**src/rtl/aes_link_scheduler.sv**
```systemverilog
// Round-robin scheduler for two AES requesters sharing one serial link: shifts {msg,key} out, waits for done, shifts the result in.
// Result returns 2*32*nb+32*nk+2 cycles after accept when done is already up; the response is held until rsp_ready and blocks new grants.
module aes_link_scheduler #(
  parameter int nk          = 8,
  parameter int nb          = 4,
  parameter int TIMEOUT_CYC = 4096
) (
  input  logic              in_clk,
  input  logic              rst,
  input  logic              req0_valid,
  output logic              req0_ready,
  input  logic [32*nb-1:0]  req0_msg,
  input  logic [32*nk-1:0]  req0_key,
  input  logic              req0_mode,
  input  logic              req1_valid,
  output logic              req1_ready,
  input  logic [32*nb-1:0]  req1_msg,
  input  logic [32*nk-1:0]  req1_key,
  input  logic              req1_mode,
  output logic              rsp_valid,
  input  logic              rsp_ready,
  output logic [32*nb-1:0]  rsp_data,
  output logic              rsp_id,
  output logic              rsp_err,
  output logic              mosi,
  input  logic              miso,
  output logic              cs_enc,
  output logic              cs_dec,
  input  logic              data_done_1,
  input  logic              data_done_2,
  output logic              busy
);

  localparam int MW   = 32 * nb;
  localparam int KW   = 32 * nk;
  localparam int SW   = MW + KW;
  localparam int CMAX = (SW > TIMEOUT_CYC) ? SW : TIMEOUT_CYC;
  localparam int CW   = $clog2(CMAX + 1);

  localparam logic [CW-1:0] SEND_LAST = CW'(SW - 1);
  localparam logic [CW-1:0] RECV_LAST = CW'(MW - 1);
  localparam logic [CW-1:0] WAIT_LAST = CW'(TIMEOUT_CYC - 1);

  typedef enum logic [2:0] {IDLE, SEND, WAIT, RECV, RESP} state_t;

  state_t          r_state;
  logic [SW-1:0]   r_shift;
  logic [MW-1:0]   r_result;
  logic [CW-1:0]   r_cnt;
  logic            r_mode;
  logic            r_id;
  logic            r_ptr;

  logic            w_idle;
  logic            w_grant0;
  logic            w_grant1;
  logic            w_done;
  logic [MW-1:0]   w_result_nxt;

  // Readies are gated by rst so nothing is accepted while reset is held.
  assign w_idle       = rst & (r_state == IDLE);
  assign w_grant0     = w_idle & req0_valid & (~r_ptr | ~req1_valid);
  assign w_grant1     = w_idle & req1_valid & (r_ptr | ~req0_valid);
  assign req0_ready   = w_grant0;
  assign req1_ready   = w_grant1;
  assign w_done       = r_mode ? data_done_2 : data_done_1;
  assign w_result_nxt = {r_result[MW-2:0], miso};

  always_ff @(posedge in_clk or negedge rst) begin
    if (!rst) begin
      r_state   <= IDLE;
      r_shift   <= '0;
      r_result  <= '0;
      r_cnt     <= '0;
      r_mode    <= 1'b0;
      r_id      <= 1'b0;
      r_ptr     <= 1'b0;
      rsp_valid <= 1'b0;
      rsp_data  <= '0;
      rsp_id    <= 1'b0;
      rsp_err   <= 1'b0;
      mosi      <= 1'b0;
      cs_enc    <= 1'b1;
      cs_dec    <= 1'b1;
      busy      <= 1'b0;
    end else begin
      case (r_state)
        IDLE: begin
          if (w_grant0 | w_grant1) begin
            r_state <= SEND;
            busy    <= 1'b1;
            r_cnt   <= '0;
            r_id    <= w_grant1;
            // The first bit goes out on the accept edge so SEND is exactly SW cycles.
            if (w_grant1) begin
              r_shift <= {req1_msg, req1_key};
              r_mode  <= req1_mode;
              mosi    <= req1_msg[MW-1];
              cs_enc  <= req1_mode;
              cs_dec  <= ~req1_mode;
            end else begin
              r_shift <= {req0_msg, req0_key};
              r_mode  <= req0_mode;
              mosi    <= req0_msg[MW-1];
              cs_enc  <= req0_mode;
              cs_dec  <= ~req0_mode;
            end
          end
        end
        SEND: begin
          r_shift <= r_shift << 1;
          if (r_cnt == SEND_LAST) begin
            r_state <= WAIT;
            r_cnt   <= '0;
            mosi    <= 1'b0;
          end else begin
            r_cnt <= r_cnt + 1'b1;
            mosi  <= r_shift[SW-2];
          end
        end
        WAIT: begin
          if (w_done) begin
            r_state  <= RECV;
            r_cnt    <= '0;
            r_result <= '0;
          end else if (r_cnt == WAIT_LAST) begin
            r_state   <= RESP;
            rsp_valid <= 1'b1;
            rsp_err   <= 1'b1;
            rsp_data  <= '0;
            rsp_id    <= r_id;
            cs_enc    <= 1'b1;
            cs_dec    <= 1'b1;
          end else begin
            r_cnt <= r_cnt + 1'b1;
          end
        end
        RECV: begin
          // Done must stay up for the whole readout; a drop means the subnode gave up.
          if (!w_done) begin
            r_state   <= RESP;
            rsp_valid <= 1'b1;
            rsp_err   <= 1'b1;
            rsp_data  <= '0;
            rsp_id    <= r_id;
            cs_enc    <= 1'b1;
            cs_dec    <= 1'b1;
          end else begin
            r_result <= w_result_nxt;
            if (r_cnt == RECV_LAST) begin
              r_state   <= RESP;
              rsp_valid <= 1'b1;
              rsp_err   <= 1'b0;
              rsp_data  <= w_result_nxt;
              rsp_id    <= r_id;
              cs_enc    <= 1'b1;
              cs_dec    <= 1'b1;
            end else begin
              r_cnt <= r_cnt + 1'b1;
            end
          end
        end
        RESP: begin
          if (rsp_ready) begin
            rsp_valid <= 1'b0;
            r_ptr     <= ~rsp_id;
            r_state   <= IDLE;
            busy      <= 1'b0;
          end
        end
        default: r_state <= IDLE;
      endcase
    end
  end

endmodule

```
**config.mk**
```make
export PLATFORM = sky130hd
export DESIGN_NAME = aes_link_scheduler
export DESIGN_NICKNAME = d
export VERILOG_FILES = /design/src/rtl/aes_link_scheduler.sv
export SDC_FILE = /design/constraint.sdc
export NUM_CORES = 1
export LEC_CHECK = 0
export CAP_MARGIN = 20
export CELL_PAD_IN_SITES_DETAIL_PLACEMENT = 0
export CELL_PAD_IN_SITES_GLOBAL_PLACEMENT = 1
export CORE_AREA = 2 2 361 363
export CTS_CLUSTER_SIZE = 12
export DETAILED_ROUTE_END_ITERATION = 6
export DIE_AREA = 0 0 363 365
export PLACE_DENSITY = 0.67
export SYNTH_ARGS = -nofsm -noshare
export SYNTH_HDL_FRONTEND = slang
export SYNTH_SLANG_ARGS = --single-unit
```
**constraint.sdc**
```tcl
create_clock -name in_clk -period 4.3 [get_ports in_clk]
set_input_delay 0.86 -clock in_clk [delete_from_list [all_inputs] [get_ports in_clk]]
set_output_delay 0.86 -clock in_clk [all_outputs]
set_load 0.05 [all_outputs]
```
==> impl_summary.md <==
Global route
The met3 demand-to-capacity share in global routing is 0.0266. The global routing's busiest layer is met2. Entering global routing, the biggest net connects roughly 170 pins. For this run, the total global-route usage over all layers was measured as 0.163.

The number of global-route vias before repair was roughly 26000. The global-route wire length before repair is roughly 170000 um. The initial antenna violation count is 9.

For met1 alone, demand over resource in global routing was 0.206. The remaining global-route overflow is 0. In the global route stage, met2 resource usage came out at 0.287.

Drt
The detailed-route via count is between 20000 and 30000. After detailed routing, the average wire length per cell comes to 20.4 um. The first-iteration detailed-routing DRC count is about 1600. The DRC violation count after routing is 0. The first-pass detailed-route iteration total is 5. In the routed layout, each cell is associated on average with a via count of between 4 and 5.

The routed wire length is roughly 110000 um. Once detail routing completed, the nets flagged for antenna violations numbered 0.

Logic synthesis
During synthesis, Yosys emitted a total of 0 warnings. The synthesized design contains approximately 660 register bits. The async set-or-reset flop fraction in the synthesized netlist is 1.00.

The area share of the largest cell type after synthesis is 0.520. Sorting the synthesized cells by area gives the leading types as sky130_fd_sc_hd__dfrtp_1 52%, sky130_fd_sc_hd__mux2i_1 12%, sky130_fd_sc_hd__o211ai_1 9.0%. The dominant cell type by area after synthesis is sky130_fd_sc_hd__dfrtp_1. The most common flop cell mapped by yosys is sky130_fd_sc_hd__dfrtp_1. Counting flops with a built-in enable in the synthesized netlist gives 0. The net count after synthesis is around 3800. The number of unique standard cell types used by synthesis is 47.

The sequential area share after synthesis is 0.521. The average instance area after synthesis is between 10 and 15 um2. Counting every instance in the synthesized netlist gives ~3000.

The total standard cell area after synthesis is 31900 um2.

Clock network
The master cell of the clock root buffer is sky130_fd_sc_hd__clkbuf_16. After clock tree synthesis, the flow added hold-fix buffers numbering 1. TritonCTS built the clock tree.

The total number of clock tree sinks is approximately 660. Counting the buffers created by CTS gives slightly above 80. The number of buffers inserted to repair setup after CTS is 0.

The clock latency reported for the late side of the worst-skew pair is between 0.6 and 0.7 ns. After clock tree synthesis, the clock-pin slew on the worst setup and hold paths is ~0.060 ns. The total number of H-tree levels is 3.

The clock passes through at most 3 buffers. The post-cts repair resize count is 0.

Floorplan
The floorplan step set the die width to between 300 and 400 um. The die outline area is 132000 um2. between 900 and 1000 I/O pins were placed. The initialized floorplan defines 132 standard-cell rows. The total core area is 129000 um2. The initial standard-cell utilization of the core is 0.248. The die is roughly 370 um tall.

Critical path
Along the worst path, the maximum fanout reaches 20. The minimum setup slack among reg-to-reg paths is roughly 1.4 ns. The worst setup path is launched from a primary input.

The launch point of the worst reg-to-reg path is r_cnt[0]. The worst setup path is captured at a primary output. Counting cells, the worst reg-to-reg path comes to 8. The critical setup path kind is in -> out.

The critical register-to-register path endpoint is rsp_data[53]. The data required time at the worst endpoint is approximately 3.4 ns. The critical path starts at rst.

Data arrives at the worst endpoint at ~2.5 ns.

Timing
The final setup violation count is 0. The smallest clock period supported by the final layout is computed as 3.35 ns. The worst-margin pin slew is just under 1 ns. Derived from the worst setup path, the maximum achievable clock frequency is between 200 and 300 MHz. Across the routed clock network, the largest skew measured is roughly 0.042 ns. In the finished design, the share of the clock period the worst path needs comes to 0.779. Setup repair after global routing left no endpoint under its margin. The hold violation count in the final report is 0. Summed over all failing endpoints, the final setup total negative slack is 0 ns.

The count of pins over their slew limit was 0. Measured against its own limit, the worst slew margin works out to 0.349.

Finish
The multi-input gate area in the final layout is 14100 um2. Across the whole layout, storage elements account for ~17000 um2. In the layout the commonest cells are 911 x sky130_fd_sc_hd__clkdlybuf4s50_1, 662 x sky130_fd_sc_hd__dfrtp_1, 404 x sky130_fd_sc_hd__nand2_1. At the end of the flow, the number of nets in the layout was around 4600. The proportion of layout cells with a drive suffix above 1 is 0.0694.

The synthesis-to-finish area growth is 43.2%. The filler cells instantiated in the layout total 13000. The most common cell after layout, fill and taps aside is sky130_fd_sc_hd__clkdlybuf4s50_1.

Worst hold path
The critical hold path startpoint is r_result[53]. The worst min-delay path endpoint is r_result[53]. The classification of the worst-slack hold path is reg -> reg. Along the worst hold path, the cell count comes to 1.

Job
The tool flagged a number of max-cap violations equal to 0.

Pwr
Summed over all cells, the static leakage comes to 0.0223 uW. The overall power of the completed layout is roughly 25000 uW. The worst vdd rail ir drop is 0.399 mV.

For this design the ratio of total power to cell area is roughly 540 nW/um2.

Placed design
The total half-perimeter wirelength after legalization and detailed placement is ~84000 um. The weighted congestion reported at the end of routability-driven placement is approximately 0.81. The number of buffers inserted by port buffering is roughly 910.

Status
The run finished with clean final reports.
[power by group]
group	internal [uW]	switching (uW)
Clock	3970	2840
Combinational	3680	5110
Sequential	8110	1030
Total	15800	8980
[worst max-delay path, cell delays in order]
cell and delay [ns]:
sky130_fd_sc_hd__dlygate4sd3_1 0.57, sky130_fd_sc_hd__buf_8 0.23, sky130_fd_sc_hd__nand3b_1 0.19, sky130_fd_sc_hd__or2_4 0.32
sky130_fd_sc_hd__inv_1 0.11, sky130_fd_sc_hd__buf_12 0.15
[worst max-delay path by stage]
stage | end | depth (start not counted)
6_report | req1_ready | 6
3_3_place_gp | rsp_data[52] | 8
4_1_cts | req1_ready | 6
3_5_place_dp | rsp_data[118] | 8
2_1_floorplan | req1_ready | 7
5_1_grt | req1_ready | 6
[cell families after synthesis]
logic type | Yosys count | synth area share
AND/OR/NAND/NOR | 972 | 0.144
flip-flops | 664 | 0.521
AO/OA/AOI/OAI | 564 | 0.132
multiplexers | 515 | 0.167
buffers and inverters | 270 | 0.0358
adder cells (fa/ha/maj) | 1 | 0.000393
[Yosys cell counts (2+ instances only)]
master / n
sky130_fd_sc_hd__nand2b_1: 2
sky130_fd_sc_hd__and3_1: 4
sky130_fd_sc_hd__nand3_1: 389
sky130_fd_sc_hd__o31ai_1: 6
sky130_fd_sc_hd__buf_6: 9
sky130_fd_sc_hd__a221o_1: 7
sky130_fd_sc_hd__o41ai_1: 2
sky130_fd_sc_hd__o21ai_0: 16
sky130_fd_sc_hd__nor2b_1: 3
sky130_fd_sc_hd__mux2i_1: 387
sky130_fd_sc_hd__buf_1: 31
sky130_fd_sc_hd__nand2_1: 404
sky130_fd_sc_hd__buf_2: 49
sky130_fd_sc_hd__nor2_1: 18
sky130_fd_sc_hd__and4_1: 5
sky130_fd_sc_hd__mux2_2: 52
sky130_fd_sc_hd__nand4_1: 5
sky130_fd_sc_hd__a22o_1: 2
sky130_fd_sc_hd__a21o_1: 130
sky130_fd_sc_hd__o211ai_1: 383
sky130_fd_sc_hd__o22ai_1: 3
sky130_fd_sc_hd__or2_2: 2
sky130_fd_sc_hd__mux2_1: 76
sky130_fd_sc_hd__inv_1: 7
sky130_fd_sc_hd__clkbuf_1: 174
sky130_fd_sc_hd__dfstp_2: 2
sky130_fd_sc_hd__a21oi_1: 6
sky130_fd_sc_hd__nor3_1: 3
sky130_fd_sc_hd__and2_1: 129
sky130_fd_sc_hd__dfrtp_1: 662
sky130_fd_sc_hd__a2bb2oi_1: 2
[metal layers]
metal | wire length (um) | share of wire | vias to the layer above
met1 | 47200 | 0.42 | 12800
li1 | - | - | 12400
met5 | 39 | 0.00034 | -
met4 | 2310 | 0.020 | 6
met3 | 5690 | 0.050 | 116
met2 | 58000 | 0.51 | 702
[metrics by stage]
stage	utilization	area [um2]	worst slack, ns	instances	hold slack (ns)
finish	0.355	45700	0.952	5538	0.464
global route	0.355	45700	0.894	5538	0.479
CTS	0.355	45600	0.956	5535	0.468
detailed placement	0.334	43000	0.719	5390	0.457
global placement	0.334	43000	0.743	5390	0.450
floorplan	-	31900	1.31	2986	0.441
[registers in the layout (all words and copies together) (netlist names), 3 cells and up]
| signal | cells |
|---|---|
| r_cnt | 13 |
| r_result | 127 |
| r_shift | 383 |
| r_state | 3 |
| rsp_data | 128 |
[area by class of cell]
cell class / instances / area share
sequential: 664 / 0.364
multi-input combinational: 2052 / 0.310
timing repair buffer: 993 / 0.221
clock buffer: 116 / 0.0508
tap: 1675 / 0.0459
clock inverter: 28 / 0.00718
inverter: 7 / 0.000576
antenna: 3 / 0.000164
Note: power is estimated with default switching activity, not from simulation.
==> patch: new RTL, same settings <==
Put one more register stage on the output `rsp_err`, with the module's reset. The value now appears one clock later. The other outputs are not delayed to match.
--- a/src/rtl/aes_link_scheduler.sv
+++ b/src/rtl/aes_link_scheduler.sv
@@ -44,4 +44,6 @@
   typedef enum logic [2:0] {IDLE, SEND, WAIT, RECV, RESP} state_t;
 
+  logic rsp_err_s0;
+
   state_t          r_state;
   logic [SW-1:0]   r_shift;
@@ -79,5 +81,5 @@
       rsp_data  <= '0;
       rsp_id    <= 1'b0;
-      rsp_err   <= 1'b0;
+      rsp_err_s0 <= 1'b0;
       mosi      <= 1'b0;
       cs_enc    <= 1'b1;
@@ -127,5 +129,5 @@
             r_state   <= RESP;
             rsp_valid <= 1'b1;
-            rsp_err   <= 1'b1;
+            rsp_err_s0 <= 1'b1;
             rsp_data  <= '0;
             rsp_id    <= r_id;
@@ -141,5 +143,5 @@
             r_state   <= RESP;
             rsp_valid <= 1'b1;
-            rsp_err   <= 1'b1;
+            rsp_err_s0 <= 1'b1;
             rsp_data  <= '0;
             rsp_id    <= r_id;
@@ -151,5 +153,5 @@
               r_state   <= RESP;
               rsp_valid <= 1'b1;
-              rsp_err   <= 1'b0;
+              rsp_err_s0 <= 1'b0;
               rsp_data  <= w_result_nxt;
               rsp_id    <= r_id;
@@ -174,4 +176,12 @@
   end
 
+  always_ff @(posedge in_clk or negedge rst) begin
+    if (!rst) begin
+      rsp_err <= '0;
+    end else begin
+      rsp_err <= rsp_err_s0;
+    end
+  end
+
 endmodule
 
Behaviour: no difference found for any inputs over 4 cycles, from zero or initial values and one cycle with rst low; that may be too few to reach the edited logic, so the function may still have changed.
==> patch against the original RTL <==
Worst setup slack got worse by 0.18 ns; via count increased by 14%; total power increased by 11%; synthesized area increased by 2.7%; sequential cell count increased by 1; largest cell class unchanged; register-to-register slack got worse by 0.14 ns; count of clock-buffer cells in the layout increased by 3; sequential share of layout area decreased by 0.53 points; critical path depth decreased by 2; routed wire length increased by 16%; cell area increased by 1.6%; final cell count increased by 10%.
==> patch: results (changes against the original RTL) <==
CTS_MADE_BUFFERS=82  # was 81
WORST_EP_ARRIVAL_TIME_NS=2.67  # was 2.49 ns
HPWLAFTERDP_UM=93800  # was 84,000 um
DPL-INSTANCE-AREA_MM2=0.0435  # was 0.0430 mm^2
RESULT_OF_THE_RUN='finished clean'  # unchanged
WORST_HOLD_PATH_TYPE='in -> async'  # was reg -> reg
DP_CELLS=5908  # was 5,390
CRIT_PATH_TOP_DELAY_CELL='sky130_fd_sc_hd__dfrtp_1'  # was sky130_fd_sc_hd__dlygate4sd3_1
FINAL_NET_COUNT=5096  # was 4,578
GLOBAL_ROUTE_WIRE_LENGTH_BEFORE_REPAIR_UM=191000  # was 166,000 um
PIN_SLEW_WITH_THE_LEAST_HEADROOM_TO_ITS_LIMIT_NS=1.00  # was 0.977 ns
CLOCK_SKEW_NS=0.0596  # was 0.0418 ns
YS_TOP_CELLS_BY_AREA='sky130_fd_sc_hd__dfrtp_1, sky130_fd_sc_hd__nand2_1, sky130_fd_sc_hd__a21o_1'  # was sky130_fd_sc_hd__dfrtp_1, sky130_fd_sc_hd__mux2i_1, sky130_fd_sc_hd__o211ai_1
DRIVE_ABOVE_1_SHARE=0.0971  # was 0.0694
GRT.TOTAL_USAGE=0.190  # was 0.163
SYN_NETS=4345  # was 3,765
INSERTION_DELAY_NS=0.68  # was 0.66 ns
VIA_COUNT=29700  # was 26.0k
WL_UM=132000  # was 113,000 um
GRT_ANTENNA_BEFORE_REPAIR=87  # was 9
GRT_START_MAX_NET_PINS=179  # was 173
FIRST_GLOBAL_VIAS=29300  # was 26.4k
FINAL_WEIGHTED_CONGESTION_IN_ROUTABILITY_DRIVEN_PLACEMENT=0.860  # was 0.805
WORSTPATHMAXFANOUT=56  # was 20
DRTITER0DRC=1940  # was 1,594
MAX-VDD-IR-DROP_mV=0.418  # was 0.399 mV
TOTAL_SWITCHING_POWER_mW=10.3  # was 8.98 mW
FILLCELLCOUNT=13300  # was 13.0k
ROUTED_VIA_DENSITY=4.87  # was 4.70
-- patch: changes by cell type after synthesis, moves of 160 or more --
cell and change:
sky130_fd_sc_hd__a31o_2 +160, sky130_fd_sc_hd__o211ai_1 -383, sky130_fd_sc_hd__a21o_1 +223, sky130_fd_sc_hd__mux2i_1 -383
sky130_fd_sc_hd__a311oi_1 +224, sky130_fd_sc_hd__nand3_1 -383, sky130_fd_sc_hd__nor2_1 +379, sky130_fd_sc_hd__nand2_1 +540
-- patch: path summary, 6_finish.rpt --
path	start	endpoint	slack, ns	cells past startpoint
hold / removal	rst	rsp_data[22]$_DFFE_PN0P_	0.29	2
max in group asynchronous	rst	r_shift[314]$_DFFE_PN0P_	2.13	4
setup reg to reg	r_state[0]$_DFFE_PN0P_	r_shift[242]$_DFFE_PN0P_	1.27	6
hold reg to reg	rsp_err_s0$_DFFE_PN0P_	rsp_err$_DFF_PN0_	0.40	0
setup / recovery	r_state[2]$_DFFE_PN0P_	req1_ready	0.77	4
min in group in_clk	rsp_err_s0$_DFFE_PN0P_	rsp_err$_DFF_PN0_	0.40	0
-- patch: critical path: cells and delay by family, from the launching register on --
kind	cells	cell delay [ns]
DFF	1	0.57
and+or+nand+nor	2	0.76
buffers and inverters	2	0.61
-- patch: power groups by stage --
stage	clock, mW	sequential [mW]	combinational [mW]
CTS	7.34	9.47	11.1
global route	7.60	9.71	12.2
detailed placement	0	9.57	11.0
global placement	0	9.54	10.9
finish	7.11	9.48	10.9
floorplan	0	9.29	7.92
-- patch: final cells by class --
| class | count | area share |
|---|---|---|
| flip-flops and latches | 665 | 0.359 |
| inverters | 9 | 0.000890 |
| clock inverters | 33 | 0.00868 |
| clock buffers | 119 | 0.0513 |
| diodes | 41 | 0.00221 |
| repair buffers | 971 | 0.213 |
| well taps | 1675 | 0.0452 |
| multi-input cells | 2588 | 0.320 |
-- patch: cells by family after synthesis --
group / count (synthesis) / synth area share
AND/OR/NAND/NOR: 1507 / 0.187
AO/OA/AOI/OAI: 947 / 0.219
flip-flops: 665 / 0.508
buffers and inverters: 313 / 0.0395
multiplexers: 133 / 0.0456
adder cells (fa/ha/maj): 1 / 0.000382
-- patch: through the flow --
step,util,setup WS (ns)
after global routing,0.360,0.592
after detailed placement,0.338,0.975
after CTS,0.360,0.648
final,0.361,0.770
after floorplan,-,1.56
after global placement,0.338,0.991
-- patch: layer usage --
layer / vias up / share of wire / global-route usage
met5: - / 0.0042 / 0
met4: 82 / 0.031 / 0.0754
met3: 261 / 0.094 / 0.0736
met2: 865 / 0.47 / 0.312
met1: 14600 / 0.40 / 0.223
li1: 13900 / - / -
